File: src/rtl/dual_port_ram_pkg.sv
// dual_port_ram_pkg: shared constants and state type for dual_port_ram_param
package dual_port_ram_pkg;
  localparam int RDW_READ_FIRST = 0;
  localparam int RDW_WRITE_FIRST = 1;
  localparam int COLL_CNT_W = 16;
  typedef enum logic {CLEAR, READY} state_t;
endpackage

File: src/rtl/dual_port_ram_if.sv
// dual_port_ram_if: control, port and status signals of dual_port_ram_param
interface dual_port_ram_if #(
  parameter int DATA_W = 8,
  parameter int ADDR_W = 4
);
  localparam int BE_W = DATA_W / 8;
  logic clr, ready, coll;
  logic en_a, en_b, we_a, we_b, vld_a, vld_b;
  logic [BE_W-1:0] be_a, be_b;
  logic [ADDR_W-1:0] addr_a, addr_b;
  logic [DATA_W-1:0] din_a, din_b, dout_a, dout_b;
  logic [dual_port_ram_pkg::COLL_CNT_W-1:0] coll_cnt;
  modport master (
    output clr, en_a, en_b, we_a, we_b, be_a, be_b, addr_a, addr_b, din_a, din_b,
    input  ready, dout_a, dout_b, vld_a, vld_b, coll, coll_cnt
  );
  modport slave (
    input  clr, en_a, en_b, we_a, we_b, be_a, be_b, addr_a, addr_b, din_a, din_b,
    output ready, dout_a, dout_b, vld_a, vld_b, coll, coll_cnt
  );
endinterface

File: src/rtl/dual_port_ram_port.sv
// dual_port_ram_port: per-port byte merge, read-during-write select and read pipeline
module dual_port_ram_port
  import dual_port_ram_pkg::*;
#(
  parameter int DATA_W = 8,
  parameter int RDW_MODE = RDW_READ_FIRST,
  parameter int OUT_REG = 0
) (
  input  logic                  clk,
  input  logic                  rst_n,
  input  logic                  act,
  input  logic                  we,
  input  logic [DATA_W/8-1:0]   be,
  input  logic [DATA_W-1:0]     din,
  input  logic [DATA_W-1:0]     old,
  output logic [DATA_W/8-1:0]   wbe,
  output logic [DATA_W-1:0]     wdata,
  output logic [DATA_W-1:0]     dout,
  output logic                  vld
);
  logic [DATA_W-1:0] rd_q;
  logic rv_q;
  assign wbe = be & {(DATA_W/8){act && we}};
  for (genvar i = 0; i < DATA_W / 8; i++) begin : g_byte
    assign wdata[8*i +: 8] = wbe[i] ? din[8*i +: 8] : old[8*i +: 8];
  end
  always_ff @(posedge clk or negedge rst_n)
    if (!rst_n) begin
      rd_q <= '0;
      rv_q <= 1'b0;
    end else begin
      rv_q <= act;
      if (act) rd_q <= RDW_MODE == RDW_WRITE_FIRST ? wdata : old;
    end
  if (OUT_REG != 0) begin : g_reg
    logic [DATA_W-1:0] d2_q;
    logic v2_q;
    always_ff @(posedge clk or negedge rst_n)
      if (!rst_n) begin
        d2_q <= '0;
        v2_q <= 1'b0;
      end else begin
        v2_q <= rv_q;
        if (rv_q) d2_q <= rd_q;
      end
    assign dout = d2_q;
    assign vld = v2_q;
  end else begin : g_dir
    assign dout = rd_q;
    assign vld = rv_q;
  end
endmodule

File: src/rtl/dual_port_ram_param.sv
// dual_port_ram_param: true dual-port RAM with byte enables, clear sequencer and collision count
module dual_port_ram_param
  import dual_port_ram_pkg::*;
#(
  parameter int DATA_W = 8,
  parameter int ADDR_W = 4,
  parameter int RDW_MODE = RDW_READ_FIRST,
  parameter int OUT_REG = 0
) (
  input logic clk,
  input logic rst_n,
  dual_port_ram_if.slave bus
);
  localparam int DEPTH = 2 ** ADDR_W;
  localparam int BE_W = DATA_W / 8;
  logic [DATA_W-1:0] mem [DEPTH];
  state_t state, state_nx;
  logic [ADDR_W-1:0] ptr;
  logic [BE_W-1:0] wbe_a, wbe_b;
  logic [DATA_W-1:0] wd_a, wd_b, cw;
  logic coll_nx;
  assign bus.ready = state == READY;
  dual_port_ram_port #(.DATA_W(DATA_W), .RDW_MODE(RDW_MODE), .OUT_REG(OUT_REG)) u_port_a (
    .clk, .rst_n, .act(bus.en_a && bus.ready), .we(bus.we_a), .be(bus.be_a), .din(bus.din_a),
    .old(mem[bus.addr_a]), .wbe(wbe_a), .wdata(wd_a), .dout(bus.dout_a), .vld(bus.vld_a)
  );
  dual_port_ram_port #(.DATA_W(DATA_W), .RDW_MODE(RDW_MODE), .OUT_REG(OUT_REG)) u_port_b (
    .clk, .rst_n, .act(bus.en_b && bus.ready), .we(bus.we_b), .be(bus.be_b), .din(bus.din_b),
    .old(mem[bus.addr_b]), .wbe(wbe_b), .wdata(wd_b), .dout(bus.dout_b), .vld(bus.vld_b)
  );
  assign coll_nx = |wbe_a && |wbe_b && bus.addr_a == bus.addr_b;
  // on collision A owns its enabled bytes; wd_b already holds B's bytes over the old word
  for (genvar i = 0; i < BE_W; i++) begin : g_coll
    assign cw[8*i +: 8] = wbe_a[i] ? wd_a[8*i +: 8] : wd_b[8*i +: 8];
  end
  always_comb state_nx = bus.clr ? CLEAR : (state == CLEAR && &ptr) ? READY : state;
  always_ff @(posedge clk or negedge rst_n)
    if (!rst_n) begin
      state <= CLEAR;
      ptr <= '0;
      bus.coll <= 1'b0;
      bus.coll_cnt <= '0;
    end else begin
      state <= state_nx;
      ptr <= bus.clr ? '0 : state == CLEAR ? ptr + 1'b1 : ptr;
      bus.coll <= coll_nx;
      if (coll_nx && !(&bus.coll_cnt)) bus.coll_cnt <= bus.coll_cnt + 1'b1;
    end
  always_ff @(posedge clk)
    if (state == CLEAR) mem[ptr] <= '0;
    else begin
      if (|wbe_b) mem[bus.addr_b] <= wd_b;
      if (|wbe_a) mem[bus.addr_a] <= coll_nx ? cw : wd_a;
    end
endmodule

File: src/flat_wrapper.sv
// flat-port wrapper written by rule: the top's interface ports become plain ports
module dual_port_ram_param_flat import dual_port_ram_pkg::*;
#(
  parameter int DATA_W = 8,
  parameter int ADDR_W = 4,
  parameter int RDW_MODE = RDW_READ_FIRST,
  parameter int OUT_REG = 0
)
  (clk, rst_n, bus_clr, bus_en_a, bus_en_b, bus_we_a, bus_we_b, bus_be_a, bus_be_b, bus_addr_a, bus_addr_b, bus_din_a, bus_din_b, bus_ready, bus_dout_a, bus_dout_b, bus_vld_a, bus_vld_b, bus_coll, bus_coll_cnt);
  dual_port_ram_if #(.DATA_W(DATA_W), .ADDR_W(ADDR_W)) bus_i ();
  input logic clk;
  input logic rst_n;
  input wire logic [$bits(bus_i.clr)-1:0] bus_clr;
  input wire logic [$bits(bus_i.en_a)-1:0] bus_en_a;
  input wire logic [$bits(bus_i.en_b)-1:0] bus_en_b;
  input wire logic [$bits(bus_i.we_a)-1:0] bus_we_a;
  input wire logic [$bits(bus_i.we_b)-1:0] bus_we_b;
  input wire logic [$bits(bus_i.be_a)-1:0] bus_be_a;
  input wire logic [$bits(bus_i.be_b)-1:0] bus_be_b;
  input wire logic [$bits(bus_i.addr_a)-1:0] bus_addr_a;
  input wire logic [$bits(bus_i.addr_b)-1:0] bus_addr_b;
  input wire logic [$bits(bus_i.din_a)-1:0] bus_din_a;
  input wire logic [$bits(bus_i.din_b)-1:0] bus_din_b;
  output wire logic [$bits(bus_i.ready)-1:0] bus_ready;
  output wire logic [$bits(bus_i.dout_a)-1:0] bus_dout_a;
  output wire logic [$bits(bus_i.dout_b)-1:0] bus_dout_b;
  output wire logic [$bits(bus_i.vld_a)-1:0] bus_vld_a;
  output wire logic [$bits(bus_i.vld_b)-1:0] bus_vld_b;
  output wire logic [$bits(bus_i.coll)-1:0] bus_coll;
  output wire logic [$bits(bus_i.coll_cnt)-1:0] bus_coll_cnt;
  assign bus_i.clr = bus_clr;
  assign bus_i.en_a = bus_en_a;
  assign bus_i.en_b = bus_en_b;
  assign bus_i.we_a = bus_we_a;
  assign bus_i.we_b = bus_we_b;
  assign bus_i.be_a = bus_be_a;
  assign bus_i.be_b = bus_be_b;
  assign bus_i.addr_a = bus_addr_a;
  assign bus_i.addr_b = bus_addr_b;
  assign bus_i.din_a = bus_din_a;
  assign bus_i.din_b = bus_din_b;
  assign bus_ready = bus_i.ready;
  assign bus_dout_a = bus_i.dout_a;
  assign bus_dout_b = bus_i.dout_b;
  assign bus_vld_a = bus_i.vld_a;
  assign bus_vld_b = bus_i.vld_b;
  assign bus_coll = bus_i.coll;
  assign bus_coll_cnt = bus_i.coll_cnt;
  dual_port_ram_param #(.DATA_W(DATA_W), .ADDR_W(ADDR_W), .RDW_MODE(RDW_MODE), .OUT_REG(OUT_REG)) u_core (.clk(clk), .rst_n(rst_n), .bus(bus_i));
endmodule
File: config.mk
export PLATFORM = sky130hd
export DESIGN_NAME = dual_port_ram_param_flat
export DESIGN_NICKNAME = d
export VERILOG_FILES = /design/src/rtl/dual_port_ram_pkg.sv /design/src/rtl/dual_port_ram_if.sv /design/src/rtl/dual_port_ram_port.sv /design/src/rtl/dual_port_ram_param.sv /design/src/flat_wrapper.sv
export SDC_FILE = /design/constraint.sdc
export NUM_CORES = 1
export LEC_CHECK = 0
export ABC_AREA = 1
export ABC_CLOCK_PERIOD_IN_PS = 2700
export BUFFER_PORTS_ARGS = -buffer_cell sky130_fd_sc_hd__buf_2
export CORE_ASPECT_RATIO = 1.5
export CORE_MARGIN = 5
export CORE_UTILIZATION = 45
export DETAILED_ROUTE_END_ITERATION = 6
export SYNTH_ARGS = -nofsm -noshare
export SYNTH_HDL_FRONTEND = slang
export SYNTH_HIERARCHICAL = 1
export SYNTH_SLANG_ARGS = --single-unit
File: constraint.sdc
create_clock -name clk -period 2.7 [get_ports clk]
set_clock_uncertainty 0.15 [all_clocks]
set_input_delay 0.135 -clock clk [delete_from_list [all_inputs] [get_ports clk]]
set_output_delay 0.135 -clock clk [all_outputs]
set_load 0.02 [all_outputs]
==> impl_results.md, run 1 <==
* Met1 GRT Util at roughly a third
* Routed WL at between 30 and 40 mm
* H-tree levels at 4
* Pin count of the biggest net entering global routing at 41
* WP data required at between 2 and 3 ns
* Pre-antenna DRT Iters at 6
* CTS buffer count at 17
* Total track usage at slightly below 30%
* Clock Sinks at 168
* Worst-margin pin slew at around 0.93 ns
* RePlAce Congestion at between 1 and 1.5
* Average cell area after synthesis at between 7 and 8 µm²
* Busiest grt layer: met2
* Pwr Density at 492 nW/µm²
* Synth area leader: edfxtp_1
* Met3 GRT Util at 3.80%
* LEAKAGE at roughly 0.0054 µW
* Fin nets at roughly 1500
* Iteration-0 DRC Markers at 1019
* Final WS setup at ~0.17 ns
* Synthesized Nets at roughly 1500
* Total gr overflow at 0
* Setup CP Type: reg -> reg
* Synthesis-stage register bit count at about 170
* Worst slew margin at about two fifths
* Worst R2R Path Depth at 11
* Clk Tree Root Cell: clkbuf_16
* Hold Path Cell Cnt at 4
* Commonest non-fill, non-tap cell in the layout: nand2_1
* Peak supply drop at between 400 and 500 µV
* Cell Area, Placed at around 12000 µm²
* Fill cells at between 2000 and 2500
* Clock tree buffer depth at 2
* Worst-path clk slew at roughly 0.07 ns
* Cell Area, Synth at between 10000 and 15000 µm²
* Class of the worst hold path: in -> reg
* Post-DR wirelength/cell at roughly 21 µm
* Remaining antenna violation count after routing at 0
* First-pass GRT wire length at between 50 and 60 mm
* Max_cap viols at 0
* Layout overhead on the synthesized area at 16.0%
* Total core area at between 20000 and 25000 µm²
* CTS tree: done
* Vias at around 10000
* Pins Over Slew Limit at 0
* Initial antenna violation count at 1
* Crit path capture type: flip-flop
* Port bufs at 68
* Die width at 136 µm
* Post-layout util at between 50% and 60%
* Row count at between 60 and 70
* Post-Layout Inst Area at 12400 µm²
* Crit path max fanout at 17
* I/O pins at 69
* Critical path data arrival time at roughly 2.5 ns
* Most frequent cells in the layout: nand2_1, inv_1, edfxtp_1
* Synth warn at 6
* Post-Synthesis Cells at approximately 1400
* Layout cells sized above 1 at between 10% and 20%
* Met2 usage at 51.5%
* Crit path time final at between 2 and 3 ns
* Hold Vio Cnt, Final at 0
* Period utilization at a little over nine tenths
* Setup Viol. Count Final at 0
* Die height at 199 µm
* Vias in the first global route at roughly 10000
* Count of unique library cells instantiated by Yosys at 33
* Synth top area share at a little over a third
* Sequential-to-total area share from yosys stat at 45.3%
* Clock insertion delay at the later pin of the skew report at about 0.45 ns
* CP Launch Type: flip-flop
* Die area at 27000 µm²
* Setup repair bufs after CTS at 0
* Residual DRC at 0
* Vias per cell at 5.50
* Fmax at between 0.3 and 0.4 GHz
* Worst slack, placed at -0.0342 ns
* Initial core utilization at around 45%
* Status: finished clean
* DP HPWL at roughly 28 mm
* RSZ-0062 raised after global routing: no
* Top cells by area, synth: edfxtp_1, nand2_1, dfrtp_1, o21ai_0, inv_1
## what timing repair did
item / CTS / global route
endpoints found under the hold margin: 45 / 0
resized for setup: 0 / 4
hold buffers: 2 / 0
setup endpoints to repair: 0 / 32
## cell usage after synthesis, drive strengths merged
| cell type | number |
|---|---|
| a21oi | 30 |
| buf | 55 |
| clkbuf | 39 |
| dfrtp | 40 |
| edfxtp | 128 |
| ha | 2 |
| inv | 139 |
| nand2 | 525 |
| nand3 | 91 |
| nand4 | 30 |
| nor2 | 73 |
| nor3 | 3 |
| nor4 | 1 |
| o211ai | 47 |
| o21ai | 206 |
| o31ai | 1 |
| or2 | 1 |
| xnor2 | 4 |
| xor2 | 3 |
## metal layers
metal | share of wire, % | vias up
li1 | - | 4866
met1 | 36 | 4746
met2 | 52 | 393
met3 | 4.7 | 137
met4 | 7.4 | 0
met5 | 0 | -
## cells by family (layout without fill, tap and decap cells)
kind of cell	count (synthesis)	after routing	synth area share (%)
simple gates	724	724	28.9
compound gates	284	284	15.0
buf+inv	233	339	10.1
flops	168	168	45.3
xor+xnor	7	7	0.573
fa+ha+maj	2	2	0.234
other cells	0	1	0
## through the flow
step | setup TNS (ns) | total power, µW | cells | hold slack (ns)
finish | 0 | 6100 | 1844 | 0.0337
global route | 0 | 6300 | 1844 | 0.0489
CTS | 0 | 6150 | 1843 | 0.00473
detailed placement | -0.173 | 3700 | 1809 | 0.172
global placement | 0 | 3700 | 1809 | 0.168
floorplan | -13.15 | 3330 | 1418 | -0.311
## final timing paths
check	start	to	slack, ns
max	u_core/bus.ready	u_core/mem[2][6]	0.17
min	bus_en_a	u_core/u_port_a/vld	0.03
max reg2reg	u_core/bus.ready	u_core/mem[2][6]	0.17
min reg2reg	u_core/u_port_b/dout[3]	u_core/u_port_b/dout[3]	0.37
max in group asynchronous	rst_n	u_core/ptr[0]	1.60
min in group asynchronous	rst_n	u_core/u_port_b/dout[5]	0.22
## report_power, final
group	switching (µW)	total, µW	internal [µW]
Sequential	31.9	2860	2830
Combinational	546	797	251
Clock	1080	2440	1360
## flip-flops by register name, summed over array words and instances, names as in the netlist
register / count
u_core/bus.coll: 1
u_core/bus.coll_cnt: 16
u_core/bus.ready: 1
u_core/mem: 128
u_core/ptr: 4
u_core/u_port_a/dout: 8
u_core/u_port_a/vld: 1
u_core/u_port_b/dout: 8
u_core/u_port_b/vld: 1
## area by class of cell
type	instances	area, µm²	share of cell area (%)
antenna	1	2.50	0.0202
inverter	139	527	4.24
clock buffer	17	425	3.43
multi-input combinational	1017	4790	38.6
clock inverter	15	153	1.23
timing repair buffer	168	1270	10.2
sequential	168	4840	39.0
tap	319	399	3.22
## critical path, stage by stage, from the launching register on
cell,delay [ns]
dfrtp_1,0.35
buf_4,0.18
nand2_1,0.06
inv_1,0.10
nand3_4,0.14
inv_1,0.17
nand2_4,0.13
nor3_4,0.18
buf_4,0.23
nand2_4,0.17
o21ai_1,0.15
buf_4,0.22
No activity file was read; power rests on OpenSTA's default activity.
==> inputs of run 2 (changes only) <==
Settings changed: SYNTH_HIERARCHICAL 1 to default.
==> run 2 against run 1 <==
  * Clock-buffer cell count did not move
  * Wire length rose by 4.9%
  * Die area rose by 0.27%
  * Synthesized area rose by 0.29%
  * Sequential power barely moved
  * Hold slack improved by 0.063 ns
==> impl_results.md, run 2 <==
* Setup repair bufs after CTS at 0
* Antenna cell count at 0
* Max_cap viols at 0
* I/O pins at between 60 and 70
* Period utilization at 93.8%
* Vias at 10800
* Synth top cells by count: nand2_1, o21ai_0, edfxtp_1, nand4_1, nand3_1
* RePlAce Congestion at 0.992
* Initial antenna violation count at 0
* EDFF count, synth at 128
* Setup crit end: u_core.bus.coll
* Crit path capture type: flip-flop
* Reg-to-Reg Start: u_core.bus.ready
* Vias per cell at 5.88
* Synth top area share at a little over a third
* Post-Synthesis Cells at between 1000 and 1500
* Initial core utilization at between 40% and 50%
* Hold Vio Cnt, Final at 0
* LEAKAGE at approximately 0.0054 µW
* Die area at between 20000 and 30000 µm²
* Worst R2R Path Depth at 9
* Flop pwr share at a little under half
* RSZ-0062 raised after global routing: no
* RR Endpoint: u_core.mem[14][2]
* Commonest non-fill, non-tap cell in the layout: nand2_1
* Layout cells sized above 1 at about 14%
* Port bufs at 68
* Power share of the combinational group at a little over a tenth
* Cell Area, Synth at 10700 µm²
* Sequential-to-total area share from yosys stat at a little under half
* Peak supply drop at approximately 490 µV
* Die height at 199 µm
* Row count at 69
* Top Metal Used: met4
* Die width at roughly 140 µm
* Most frequent cells in the layout: nand2_1, o21ai_0, edfxtp_1
* Fmax at 0.395 GHz
* Reg with most FFs: u_core.mem
* Total track usage at 30.1%
* Layout overhead on the synthesized area at 13.2%
* Clk pwr share at 43.0%
* Pwr Density at around 510 nW/µm²
* Crit path max fanout at 11
* Count of unique library cells instantiated by Yosys at 34
* Fin nets at between 1500 and 2000
* Worst-path clk slew at roughly 0.070 ns
* Pre-antenna DRT Iters at 6
* Met3 WL post-DR at 3.29 mm
* Clock insertion delay at the later pin of the skew report at 0.45 ns
* Post-Layout Inst Area at 12100 µm²
* Class of the worst hold path: in -> reg
* Metal-1 WL at 15.1 mm
* Resize count post-CTS at 0
* Post-layout util at approximately 50%
* CP Launch Type: input pin
* Iteration-0 DRC Markers at approximately 1200
* Crit path time final at about 2.5 ns
* Synthesized Nets at around 1500
* Switching pwr at between 1500 and 2000 µW
* Setup CP Type: in -> reg
* Top cells by area, synth: edfxtp_1, nand2_1, dfrtp_1, nand4_1, o21ai_0
* Clk Tree Root Cell: clkbuf_16
* Total gr overflow at 0
* Total power at around 6200 µW
* Residual DRC at 0
* H-tree levels at 4
* Post-DR wirelength/cell at around 22 µm
* Total core area at ~24000 µm²
* Reg2Reg Setup Slack at around 0.22 ns
* Average cell area after synthesis at around 7.3 µm²
* Critical path data arrival time at ~2.8 ns
* Routed WL at around 40 mm
* Pins Over Slew Limit at 0
* Setup TNS at 0 ns
* Worst-margin pin slew at 0.892 ns
* Switch share at between 20% and 30%
* WP data required at 2.93 ns
* Vias in the first global route at 10400
* Pin count of the biggest net entering global routing at 69
* DR WL met2 at roughly 20 mm
* Most numerous cell in the Yosys netlist: nand2_1
* Remaining antenna violation count after routing at 0
* Post-synth ARST share at between 20% and 30%
* Clock Sinks at 168
* First-pass GRT wire length at 61.0 mm
* Synthesis-stage register bit count at roughly 170
* Main flop type after synthesis: edfxtp_1
* Cell Area, Placed at approximately 11000 µm²
* Max reg flops at 128
* Status: finished clean
* Synth area leader: edfxtp_1
* CTS tree: done
* Internal power at between 4000 and 5000 µW
* DP HPWL at around 28 mm
* Clock tree buffer depth at 2
* Setup Viol. Count Final at 0
* Worst slew margin at 40.5%
* CTS buffer count at 17
* Synth warn at 0
* Top flop regs: u_core.mem (128), u_core.bus.coll_cnt (16)
* Crit path from: bus_addr_b[3]
[run 2: cell types whose count changed after synthesis, sizes merged, moves of 21 or more]
cell and change:
a21oi -27, nand2 +149, nor2 -24, o211ai -47, o21ai -58, nand4 +94, clkbuf +26, nand3 +21
inv -102
[run 2: cells by family after synthesis]
group / share of synthesized area, %
xor gates and xnor gates: 0.897
DFF: 45.1
AOI/OAI and AO/OA: 7.95
adders and majority gates: 0.233
and+or+nand+nor: 39.6
buffers and inverters: 6.24
[run 2: what timing repair did]
| action | CTS | global route |
|---|---|---|
| endpoints found under the hold margin | 64 | 0 |
| hold buffers | 9 | 0 |
| endpoints found under the setup margin | 0 | 0 |
[run 2: power groups by stage]
stage	clock network (µW)	registers [µW]	logic, µW
floorplan	0	2930	372
global placement	0	2920	654
detailed placement	0	2920	656
CTS	2690	2860	667
global route	2800	2870	728
finish	2680	2860	681
[run 2: layout make-up]
| type | count | area (µm²) |
|---|---|---|
| Sequential cell | 168 | 4840 |
| Fill cell | 2378 | 11500 |
| Multi-Input combinational cell | 1140 | 5230 |
| Clock inverter | 15 | 208 |
| Inverter | 39 | 146 |
| Tap cell | 319 | 399 |
| Timing Repair Buffer | 134 | 896 |
| Clock buffer | 17 | 425 |
[run 2: worst min-delay path by stage]
stage | startpoint | end | slack, ns | cells after the start
after floorplan | rst_n | u_core.bus.coll | -0.31 | 0
after global placement | rst_n | u_core.bus.coll_cnt[2] | 0.16 | 1
after detailed placement | rst_n | u_core.bus.coll_cnt[2] | 0.16 | 1
after CTS | bus_din_b[6] | u_core.mem[4][6] | 0.09 | 3
after global routing | bus_din_b[6] | u_core.mem[4][6] | 0.12 | 3
final | bus_din_b[6] | u_core.mem[7][6] | 0.1 | 3
[run 2: through the flow]
stage	hold WS, ns	setup WS [ns]	instances
2_1_floorplan	-0.311	0.356	1463
3_3_place_gp	0.161	0.319	1791
3_5_place_dp	0.159	0.243	1791
4_1_cts	0.0925	0.218	1832
5_1_grt	0.117	0.0904	1832
6_report	0.0964	0.166	1832
[run 2: per-layer routing]
metal	GRT usage (%)	up-vias
li1	-	5003
met1	36.5	5030
met2	51.4	596
met3	4.61	135
met4	16.1	0
met5	0	-
[run 2: worst max-delay path: stages]
cell           delay, ns
dlygate4sd3_1       0.52
buf_2               0.27
clkinv_1            0.32
nand2_1             0.17
nand4_1             0.10
dlygate4sd3_1       0.57
nor3_1              0.11
dlygate4sd3_1       0.55
==> inputs of run 3 (changes only) <==
--- a/config.mk
+++ b/config.mk
@@ -13,2 +13,3 @@
 export CORE_UTILIZATION = 45
+export CTS_BUF_LIST = sky130_fd_sc_hd__clkbuf_16
 export DETAILED_ROUTE_END_ITERATION = 6
==> constraint.sdc (replaced) <==
create_clock -name clk -period 2.7 [get_ports clk]
set_clock_uncertainty 0.15 [all_clocks]
set_input_delay 0 -clock clk [delete_from_list [all_inputs] [get_ports clk]]
set_output_delay 0 -clock clk [all_outputs]
set_load 0.02 [all_outputs]
==> run 3 against run 2 <==
  * Sequential power about the same
  * Utilization down 0.30 points
  * Wire length down 1.1%
  * Total power down 3.1%
  * Flip-flop and latch count unchanged
  * Die area unchanged
  * Critical path depth up 1
  * Clock-buffer cell count unchanged
  * Via count up 0.33%
==> impl_results.md, run 3 (same netlist as run 2, synthesis figures left out) <==
* Vias per cell at 5.90
* Top flop regs: u_core.mem (128), u_core.bus.coll_cnt (16)
* CP Launch Type: flip-flop
* Max_cap viols at 0
* Setup CP Type: reg -> reg
* Vias in the first global route at just over 10000
* Multi-input logic area at between 5000 and 6000 µm²
* WP data required at ~2.7 ns
* Critical path data arrival time at 2.44 ns
* Pre-antenna DRT Iters at 6
* Initial core utilization at 45.4%
* Hold_sp: bus_we_a
* RePlAce Congestion at ~1.0
* Worst slew margin at between 40% and 50%
* LEAKAGE at roughly 0.0054 µW
* RSZ-0062 raised after global routing: no
* Total gr overflow at 0
* Pins Over Slew Limit at 0
* Setup Viol. Count Final at 0
* Worst path slowest cell: dfrtp_1
* Fin nets at about 1500
* Fmax at 0.409 GHz
* Register Area at 4840 µm²
* Commonest non-fill, non-tap cell in the layout: nand2_1
* Worst-margin pin slew at around 0.89 ns
* Vias at roughly 11000
* WHS at around 0.0095 ns
* Initial antenna violation count at 0
* Antenna cell count at 0
* Row count at between 60 and 70
* Max reg flops at 128
* Reg-to-Reg Start: u_core.bus.ready
* Crit path capture type: flip-flop
* Fill cells at about 2400
* Status: finished clean
* Placed cells at about 1800
* First-pass GRT wire length at 60.1 mm
* Crit path time final at roughly 2.4 ns
* Die area at roughly 27000 µm²
* Cell Chain, Critical Path: nand2_4 -> nor2_8 -> nand2_1 -> o21ai_2 -> inv_2 -> nor2_2 -> nand2_1 -> o21bai_1 -> buf_4
* Iteration-0 DRC Markers at 1575
* Layout overhead on the synthesized area at 12.5%
* Clock Sinks at ~170
* Pin count of the biggest net entering global routing at 65
* CTS tree: done
* Reg with most FFs: u_core.mem
* Pwr Density at approximately 500 nW/µm²
* RR Endpoint: u_core.mem[8][1]
* Routed WL at 40.0 mm
* Total track usage at a little under 30%
* Residual DRC at 0
* Port bufs at a little under 70
* Setup TNS at 0 ns
* Die height at around 200 µm
* Non-Filler Instances at about 1800
* Die width at between 100 and 150 µm
* Clock insertion delay at the later pin of the skew report at roughly 0.44 ns
* Worst-path clk slew at 0.07 ns
* H-tree levels at 4
* Most frequent cells in the layout: nand2_1, o21ai_0, edfxtp_1
* CP peak stage delay at 0.44 ns
* CTS buffer count at 17
* Hold Path Cell Cnt at 5
* Layout cells sized above 1 at 14.0%
* Period utilization at 90.6%
* Peak supply drop at 335 µV
* Worst R2R Path Depth at 9
* Most frequent CP cell: nand2_1
* Post-DR wirelength/cell at 21.8 µm
* Hold Crit Endpoint: u_core.mem[11][1]
* Remaining antenna violation count after routing at 0
* Total core area at between 20000 and 25000 µm²
* Crit path max fanout at 22
* Clk Tree Root Cell: clkbuf_16
* Reg2Reg Setup Slack at 0.25 ns
* I/O pins at roughly 70
* Post-layout util at 51.1%
* DP HPWL at roughly 27 mm
* Clock tree buffer depth at 2
* Class of the worst hold path: in -> reg
* Hold Vio Cnt, Final at 0
==> run 3: cell count changes in the layout (fill, tap and decap cells not counted), moves of 2 or more <==
cell,delta
bufinv_16,-2
buf_12,-2
inv_6,-3
clkinv_4,+4
==> run 3: timing repair <==
action | in CTS | in global routing
gates resized for setup | 0 | 0
buffers inserted | 0 | 0
endpoints found under the hold margin | 71 | 0
hold buffers | 10 | 0
==> run 3: cell type report <==
cell class	count	area share, %
Multi-Input combinational cell	1140	43.3
Sequential cell	168	40.1
Timing Repair Buffer	133	7.17
Clock buffer	17	3.52
Tap cell	319	3.31
Clock inverter	15	1.38
Inverter	39	1.21
==> run 3: worst max-delay path by stage <==
| stage | start | endpoint | depth (start not counted) |
|---|---|---|---|
| 2_1_floorplan | u_core.bus.ready | u_core.mem[10][0] | 8 |
| 4_1_cts | u_core.bus.ready | u_core.mem[10][0] | 9 |
| 5_1_grt | u_core.bus.ready | u_core.mem[10][1] | 9 |
| 3_5_place_dp | u_core.bus.ready | u_core.mem[10][3] | 9 |
| 3_3_place_gp | u_core.bus.ready | u_core.mem[8][4] | 9 |
| 6_report | u_core.bus.ready | u_core.mem[8][1] | 9 |
==> run 3: stage by stage <==
step	setup WS, ns	instance area, µm²	power [µW]
final	0.254	12100	6030
after global routing	0.105	12100	6180
after CTS	0.269	12100	6020
after detailed placement	0.281	11400	3560
after global placement	0.340	11400	3560
after floorplan	0.356	10700	3300
==> run 3: worst max-delay path, delay by kind of cell (launching register included) <==
kind | cells | cell delay (ns)
flops | 1 | 0.44
buf+inv | 2 | 0.28
simple gates | 5 | 0.96
compound gates | 2 | 0.31
==> run 3: where the power goes <==
group          total [µW]  internal (µW)  switching [µW]
combinational         679            162             517
sequential           2860           2820            40.6
clock                2480           1380            1100
total                6030           4370            1660
==> run 3: routing by layer <==
metal,vias up,track usage (%),part of all wire (%)
met2,654,50.1,49
met4,0,16.0,5.8
met1,4998,36.0,37
met5,-,0,0
met3,143,4.28,8.0
li1,5005,-,-
